$ cat src/rtl/jt49_div_bank_pkg.sv
// ----------------------------------------------------------------------------
// jt49_div_bank_pkg
// Shared definitions for the multi-channel programmable divider bank.
//   - div_mode_e : 2-bit per-channel divider mode encoding
//   - is_frozen  : tells whether a channel's counter must hold this cen edge
// ----------------------------------------------------------------------------
package jt49_div_bank_pkg;

    // Per-channel divider modes, as written by the register file.
    typedef enum logic [1:0] {
        MODE_SQUARE  = 2'd0,  // div toggles on every wrap
        MODE_PULSE   = 2'd1,  // div high for the cen cycle following a wrap
        MODE_ONESHOT = 2'd2,  // first wrap sets div and halts the channel
        MODE_HOLD    = 2'd3   // counter and div frozen
    } div_mode_e;

    // A channel holds its count and div when parked in HOLD, or when it is a
    // one-shot that has already fired.
    function automatic logic is_frozen(input div_mode_e mode_v, input logic halted_v);
        logic frozen_v;
        if (mode_v == MODE_HOLD) begin
            frozen_v = 1'b1;
        end else if (mode_v == MODE_ONESHOT) begin
            frozen_v = halted_v;
        end else begin
            frozen_v = 1'b0;
        end
        return frozen_v;
    endfunction

endpackage

$ cat src/rtl/jt49_div_ch.sv
// ----------------------------------------------------------------------------
// jt49_div_ch
// One channel of the programmable divider bank.
// Ports:
//   clk      in   core clock
//   rst_n    in   synchronous active-low reset
//   cen      in   clock enable; the counter advances only when high
//   period   in   W-bit divide period (0 parks the channel with div low)
//   mode     in   2-bit mode, see div_mode_e
//   restart  in   one-clk strobe: count<-1, div<-0, halted<-0 (ignores cen)
//   div      out  registered divider output
//   tick     out  registered one-clk wrap strobe for noise/envelope logic
// ----------------------------------------------------------------------------
module jt49_div_ch
    import jt49_div_bank_pkg::*;
#(
    parameter int W = 12
) (
    input  logic         clk,
    input  logic         rst_n,
    input  logic         cen,
    input  logic [W-1:0] period,
    input  logic [1:0]   mode,
    input  logic         restart,
    output logic         div,
    output logic         tick
);

    localparam logic [W-1:0] CNT_ONE  = {{(W-1){1'b0}}, 1'b1};
    localparam logic [W-1:0] CNT_ZERO = {W{1'b0}};

    logic [W-1:0] r_count;
    logic         r_div;
    logic         r_halted;
    logic         r_tick;

    div_mode_e    w_mode;
    logic         w_halted_eff;
    logic         w_wrap;
    logic [W-1:0] w_count_nxt;
    logic         w_div_nxt;
    logic         w_halted_nxt;

    assign w_mode = div_mode_e'(mode);

    // Next state for an edge with cen high. The mode sampled on that edge
    // governs the update, so a stale halted flag only counts in ONESHOT.
    always_comb begin
        w_halted_eff = r_halted & (w_mode == MODE_ONESHOT);
        w_wrap       = 1'b0;
        w_count_nxt  = r_count;
        w_div_nxt    = r_div;
        w_halted_nxt = w_halted_eff;

        if (period == CNT_ZERO) begin
            // Parked channel: output low, counter ready to restart at 1.
            w_count_nxt = CNT_ONE;
            w_div_nxt   = 1'b0;
        end else if (is_frozen(w_mode, w_halted_eff)) begin
            // Hold everything; defaults above already keep the state.
            w_count_nxt = r_count;
        end else begin
            // >= rather than == so that lowering period below the running
            // count wraps immediately instead of running to 2^W.
            w_wrap = (r_count >= period);
            if (w_wrap) begin
                w_count_nxt = CNT_ONE;
            end else begin
                w_count_nxt = r_count + CNT_ONE;
            end

            case (w_mode)
                MODE_SQUARE: begin
                    if (w_wrap) begin
                        w_div_nxt = ~r_div;
                    end else begin
                        w_div_nxt = r_div;
                    end
                end
                MODE_PULSE: begin
                    w_div_nxt = w_wrap;
                end
                MODE_ONESHOT: begin
                    if (w_wrap) begin
                        w_div_nxt    = 1'b1;
                        w_halted_nxt = 1'b1;
                    end else begin
                        w_div_nxt    = r_div;
                    end
                end
                default: begin
                    w_div_nxt = r_div;
                end
            endcase
        end
    end

    // Channel state register: reset beats restart, restart beats cen.
    always_ff @(posedge clk) begin
        if (!rst_n) begin
            r_count  <= CNT_ONE;
            r_div    <= 1'b0;
            r_halted <= 1'b0;
            r_tick   <= 1'b0;
        end else if (restart) begin
            r_count  <= CNT_ONE;
            r_div    <= 1'b0;
            r_halted <= 1'b0;
            r_tick   <= 1'b0;
        end else if (cen) begin
            r_count  <= w_count_nxt;
            r_div    <= w_div_nxt;
            r_halted <= w_halted_nxt;
            r_tick   <= w_wrap;
        end else begin
            r_count  <= r_count;
            r_div    <= r_div;
            r_halted <= r_halted;
            r_tick   <= 1'b0;
        end
    end

    assign div  = r_div;
    assign tick = r_tick;

endmodule

$ cat src/rtl/jt49_div_bank.sv
// ----------------------------------------------------------------------------
// jt49_div_bank
// CH independent programmable dividers sharing clk/rst_n/cen.
// Ports:
//   clk      in   core clock
//   rst_n    in   synchronous active-low reset
//   cen      in   clock enable
//   period   in   CH*W: channel n period at [n*W +: W]
//   mode     in   2*CH: channel n mode at [2n +: 2]
//   restart  in   CH: per-channel restart strobes
//   div      out  CH: per-channel divider outputs (registered)
//   tick     out  CH: per-channel wrap strobes (registered, one clk)
// ----------------------------------------------------------------------------
module jt49_div_bank
    import jt49_div_bank_pkg::*;
#(
    parameter int W  = 12,
    parameter int CH = 3
) (
    input  logic            clk,
    input  logic            rst_n,
    input  logic            cen,
    input  logic [CH*W-1:0] period,
    input  logic [2*CH-1:0] mode,
    input  logic [CH-1:0]   restart,
    output logic [CH-1:0]   div,
    output logic [CH-1:0]   tick
);

    for (genvar gi = 0; gi < CH; gi++) begin : g_ch
        jt49_div_ch #(
            .W(W)
        ) u_ch (
            .clk     (clk),
            .rst_n   (rst_n),
            .cen     (cen),
            .period  (period[gi*W +: W]),
            .mode    (mode[2*gi +: 2]),
            .restart (restart[gi]),
            .div     (div[gi]),
            .tick    (tick[gi])
        );
    end

endmodule

$ cat config.mk
export PLATFORM = sky130hd
export DESIGN_NAME = jt49_div_bank
export DESIGN_NICKNAME = d
export VERILOG_FILES = /design/src/rtl/jt49_div_bank_pkg.sv /design/src/rtl/jt49_div_ch.sv /design/src/rtl/jt49_div_bank.sv
export SDC_FILE = /design/constraint.sdc
export NUM_CORES = 1
export LEC_CHECK = 0
export ABC_AREA = 1
export ABC_CLOCK_PERIOD_IN_PS = 1700
export CAP_MARGIN = 20
export CELL_PAD_IN_SITES_DETAIL_PLACEMENT = 1
export CELL_PAD_IN_SITES_GLOBAL_PLACEMENT = 1
export CORE_ASPECT_RATIO = 2
export CORE_UTILIZATION = 39
export DETAILED_ROUTE_END_ITERATION = 10
export PLACE_DENSITY_LB_ADDON = 0.1
export SLEW_MARGIN = 20
export SYNTH_ARGS = -nofsm -noshare
export SYNTH_HDL_FRONTEND = slang
export SYNTH_HIERARCHICAL = 1
export SYNTH_SLANG_ARGS = --single-unit
$ cat constraint.sdc
create_clock -name clk -period 1.7 [get_ports clk]
set_input_delay 0.34 -clock clk [delete_from_list [all_inputs] [get_ports clk]]
set_output_delay 0.34 -clock clk [all_outputs]
set_load 0.1 [all_outputs]
## Word-level counts from Yosys, hierarchy flattened

Index checks and enable logic that the tools add are counted.

| operators by class | value |
|---|---|
| mux-type cells | 45 |
| eq/ne operators | 18 |
| add/sub/neg operators | 3 |
| bitwise operators | 8 |
| reduce and logical (&&, ||, !) cells | 21 |
| order comparisons | 3 |

Operators with widths:

| kind | number |
|---|---|
| 2-to-1 mux 12 bit | 9 |
| adder 12 x 1 -> 12 bit, second input constant | 3 |
| >= comparator 12 bit | 3 |
| zero test 12 bit | 3 |
| 2-to-1 mux 1 bit | 33 |
| AND reduction 5 bit | 3 |
| OR reduction 5 bit | 3 |
| == test 2 bit, second input constant | 6 |
| nonzero test 4 bit | 3 |
| inequality test 3 x 1 -> 1 bit, second input constant | 3 |
| inequality test 3 bit, second input constant | 3 |
| case mux 1 bit (3 select lines) | 3 |
| == test 2 x 1 -> 1 bit, second input constant | 3 |
| zero test 2 bit | 3 |
| inequality test 2 x 1 -> 1 bit, second input constant | 3 |
| AND reduction 2 bit | 3 |
| OR reduction 2 bit | 3 |
| NOT 1 bit | 5 |
| AND 1 bit | 3 |

| word-level totals | value |
|---|---|
| logic and storage cells | 110 |
| bits in registers | 45 |
| input bits | 48 |

## Longest topological paths before layout

| logic depth | value |
|---|---|
| depth after elaboration | 7 |
| mapped depth | 15 |
| depth with buffers taken out | 15 |

## Modules after synthesis

The synthesis kept the hierarchy.

Modules (own cells, without submodules):

| module | cells each | area an instance (um2) | instances |
|---|---|---|---|
| jt49_div_ch | 197 | 1292.5 | 3 |

## Worst setup path after synthesis

OpenSTA, ideal clock, no wires.

| path | value |
|---|---|
| path type | input to register |
| start | input period[11] |
| end | register g_ch[0].u_ch.r_count[7] |
| path buffers | 0 |
| setup slack | 0.106 ns |
| stages | 13 |
| arrival | 1.479 ns |
| data required time | 1.586 ns |
| path through | inv_1 -> ha_1 -> nand2_1 -> nor2_2 -> nand2_1 -> nor2_1 -> nand2_1 -> nand3_1 -> nand2_1 -> nand2_2 -> inv_1 -> nand2_1 -> nor2_2 |

| on the way | value |
|---|---|
| cells in the longest elaborated chain, start to end | 4 |

Ends and longest elaborated chain:

| element | line | RTL |
|---|---|---|
| start: declaration | jt49_div_bank.sv:23 | `input logic [CH*W-1:0] period,` |
| >= comparator 12 bit | jt49_div_ch.sv:65 | `w_wrap = (r_count >= period);` |
| 2-to-1 mux 12 bit | jt49_div_ch.sv:66 | `if (w_wrap) begin` |
| 2-to-1 mux 12 bit | jt49_div_ch.sv:59 | `end else if (is_frozen(w_mode, w_halted_eff)) begin` |
| 2-to-1 mux 12 bit | jt49_div_ch.sv:55 | `if (period == CNT_ZERO) begin` |
| end signal: assignment | jt49_div_ch.sv:111 | `r_count <= w_count_nxt;` |
| end signal: assignment | jt49_div_ch.sv:116 | `r_count <= r_count;` |
| end: declaration | jt49_div_ch.sv:32 | `logic [W-1:0] r_count;` |

Several ways; a longest one is shown, not always the timed one. The select of a mux whose other input is x is not followed.
A chain may end at the register's enable or synchronous reset.

## Worst setup path after layout

| path | value |
|---|---|
| start | register g_ch[0].u_ch.r_count[3] |
| end | register g_ch[0].u_ch.r_count[9] |

| on the way | value |
|---|---|
| cells in the longest elaborated chain, start to end | 4 |

Ends and longest elaborated chain:

| element | line |
|---|---|
| adder 12 x 1 -> 12 bit / >= comparator 12 bit (equally long branches) | jt49_div_ch.sv:69, jt49_div_ch.sv:65 |
| 2-to-1 mux 12 bit (*) | jt49_div_ch.sv:66 |
| 2-to-1 mux 12 bit (*) | jt49_div_ch.sv:59 |
| 2-to-1 mux 12 bit (*) | jt49_div_ch.sv:55 |

Mark *: on every way between the ends. The rest lies on a longest branch, timed or not. The select of a mux whose other input is x is not followed.

==> impl_results.md <==
- Status: finished with violations
- Failing checks: negative setup slack
- Cell with the most instances after synthesis: nand2_1
- WL final: 23400 um
- Tot Pwr: between 2 and 3 mW
- Final Hold Viols: 0
- Min Tclk post-route: 1.99 ns
- Clock buffer depth: 2
- Final core occ: between 60% and 70%
- Row count: between 50 and 60
- Cell taking the most area after synthesis: dfxtp_1
- Hold_buf cts: 0
- Unrepaired setup endpoints after global routing: true
- Final Instance Area: a little under 0.007 mm^2
- Ant diodes: 0
- Share of layout cells above drive strength 1: ~49%
- Hold Crit Class: flop to flop
- Req. time, crit path: roughly 1.9 ns
- Crit end category: flop
- # fillers: approximately 1100
- Fin worst setup slack: -0.288 ns
- First-pass GRT wire length: 25500 um
- Slew Viols, Final: 0
- Post-synth top cells: 138 x nand2_1, 108 x inv_1, 75 x nor2_1
- Die Width: roughly 73 um
- Crit path max fanout: 3
- Synth Register Bits: between 40 and 50
- Gr usage total: 33.3%
- Sequential fraction of the synthesis area: a little under a quarter
- Starting Density: about two fifths
- Via/cell ratio: 5.84
- 1st-iter DRT viols: 311
- Clock Pin Slew Worst Setup and Hold Paths: 0.07 ns
- Dpl cell area: between 0.005 and 0.006 mm^2
- Async S/R FF share, synth: 0%
- Mapped Area: around 0.0039 mm^2
- Core area: 0.00970 mm^2
- DRC violations left: 0
- Fin crit share: 117%
- Area contributors post-synth: dfxtp_1 23%, ha_1 16%, nand2_1 13%
- Area of the multi-input gates: 0.00348 mm^2
- Static leakage: roughly 3.3 nW
- Vias in the first global route: 5443
- Pwr dens: 443 mW/mm^2
- Largest net degree at the start of global routing: 15
- EDFF count, synth: 0
- Initial antenna violation count: 0
- Setup Skew: between 0.006 and 0.007 ns
- Vias post-DR: about 5300
- GRT overflow: 0
- H-Tree Level Count: 2
- Startpoint types: flop
- Placer congestion estimate: between 0.8 and 0.9
- Worst setup path class: flop to flop
- Clk Latency, worst-skew pair: ~0.30 ns
- Peak supply drop: 0.658 mV
- Final setup violation count: 42
- Avg Cell Area, Syn: roughly 6.6 um^2
- CTS sink cnt: 45
- Slew of the pin with the lowest slew margin: between 0.5 and 0.6 ns
- Reg area: ~940 um^2
- DR WL/cell: ~26 um
- Syn. warnings: 6
- Critical Path AT: 2.14 ns
- Slew headroom: between 60% and 70%
- FMAX: approximately 500 MHz
- Nets: slightly below 900
- Dpl ws: -0.745 ns
- Yosys top cell area share: between 20% and 30%
- CTS tree: yes
- I/O Buffers: 53
- Maxcap violations: 0
- 1st-pass router iterations: 5
- Ports: between 50 and 60
- Mapped Nets: 690
- Die Ht: approximately 140 um
- Area added between synthesis and finish: 73.9%
- Top FF cell, synth: dfxtp_1
- Total CTS buffers: 5
- Post-synth cell types: 25
- Die area: roughly 0.010 mm^2
- Post-DP HPWL: 11300 um
- Syn Inst Count: 591
- Clk root buf: clkbuf_16
- Routed Antenna Nets: 0
cells in the final DEF (no fill, tap or decap), types with 3 or more instances in the layout:
master / count
nand2_1: 102
buf_4: 100
inv_1: 78
nor2_1: 48
inv_2: 39
dlygate4sd2_1: 30
ha_4: 28
nand2_2: 27
nand2_4: 24
nand4_1: 24
nor2_4: 23
nand3_1: 22
dfxtp_1: 22
ha_1: 18
dfxtp_2: 17
nor2_2: 16
nand3_2: 14
buf_6: 14
a21oi_1: 11
buf_12: 9
xor2_1: 8
a21oi_2: 7
clkbuf_16: 6
nor3_2: 6
dfxtp_4: 6
clkbuf_2: 6
nor3_4: 5
o21ai_0: 5
ha_2: 5
clkdlybuf4s50_1: 5
nor3_1: 4
dlymetal6s2s_1: 4
a21oi_4: 3
nand3_4: 3
nand2_8: 3
nand3b_1: 3
worst max-delay path, stage by stage, from the launching register on:
cell and delay [ns]:
dfxtp_1 0.39, buf_4 0.16, nand2_1 0.13, nor3_2 0.30
nand3_1 0.12, nand2_1 0.11, nand2_1 0.07, nor2_1 0.10
nand3_1 0.08, a21oi_1 0.37
through the flow:
stage          TNS [ns]  std cells  hold WS [ns]
2_1_floorplan         0        591         0.447
3_3_place_gp     -23.92        858         0.521
3_5_place_dp     -27.35        858         0.545
4_1_cts         -0.0833        885         0.555
5_1_grt           -8.40        900         0.608
6_report          -4.79        900         0.589
registers in the layout, indices dropped and copies added (netlist names):
register and count:
g_ch.u_ch/r_halted 3, g_ch.u_ch/div 3, g_ch.u_ch/r_count 36, g_ch.u_ch/tick 3
final timing paths:
kind | startpoint | endpoint | slack, ns | depth (start not counted)
worst min register to register | g_ch[1].u_ch/div | g_ch[1].u_ch/div | 0.59 | 2
worst max register to register | g_ch[0].u_ch/r_count[3] | g_ch[0].u_ch/r_count[9] | -0.29 | 9
worst max-delay path | g_ch[0].u_ch/r_count[3] | g_ch[0].u_ch/r_count[9] | -0.29 | 9
worst min-delay path | g_ch[1].u_ch/div | g_ch[1].u_ch/div | 0.59 | 2
cell type report:
type / instances / share of cell area [%]
Tap cell: 132 / 2.45
Multi-Input combinational cell: 423 / 51.6
Clock buffer: 6 / 2.06
Sequential cell: 45 / 14.0
Timing Repair Buffer: 172 / 22.9
Clock inverter: 2 / 0.204
Inverter: 120 / 6.83
cell families after synthesis:
family                   synth area share [%]
AND/OR/NAND/NOR                          40.8
buffers and inverters                    12.5
adder cells (fa/ha/maj)                  16.5
flip-flops                               23.2
AO/OA/AOI/OAI                            5.03
XOR/XNOR                                 2.03
per-layer routing:
layer	track usage, %	up-vias	share of wire, %
li1	-	2217	-
met1	22.5	2547	29
met4	30.4	0	12
met2	70.3	290	54
met5	0	-	0
met3	4.02	203	5.2
report_power, final:
part | internal [mW] | total (mW) | switching [mW]
clock | 0.588 | 1.08 | 0.489
combinational | 0.368 | 0.837 | 0.469
sequential | 1.06 | 1.07 | 0.0147
timing repair:
item                       in CTS  in global routing
setup endpoints to repair      45                 43
pin swaps                      80                 79
resized for setup             178                141
buffers inserted               19                 14
gates cloned                    0                  1
(Power assumes the default switching activity.)
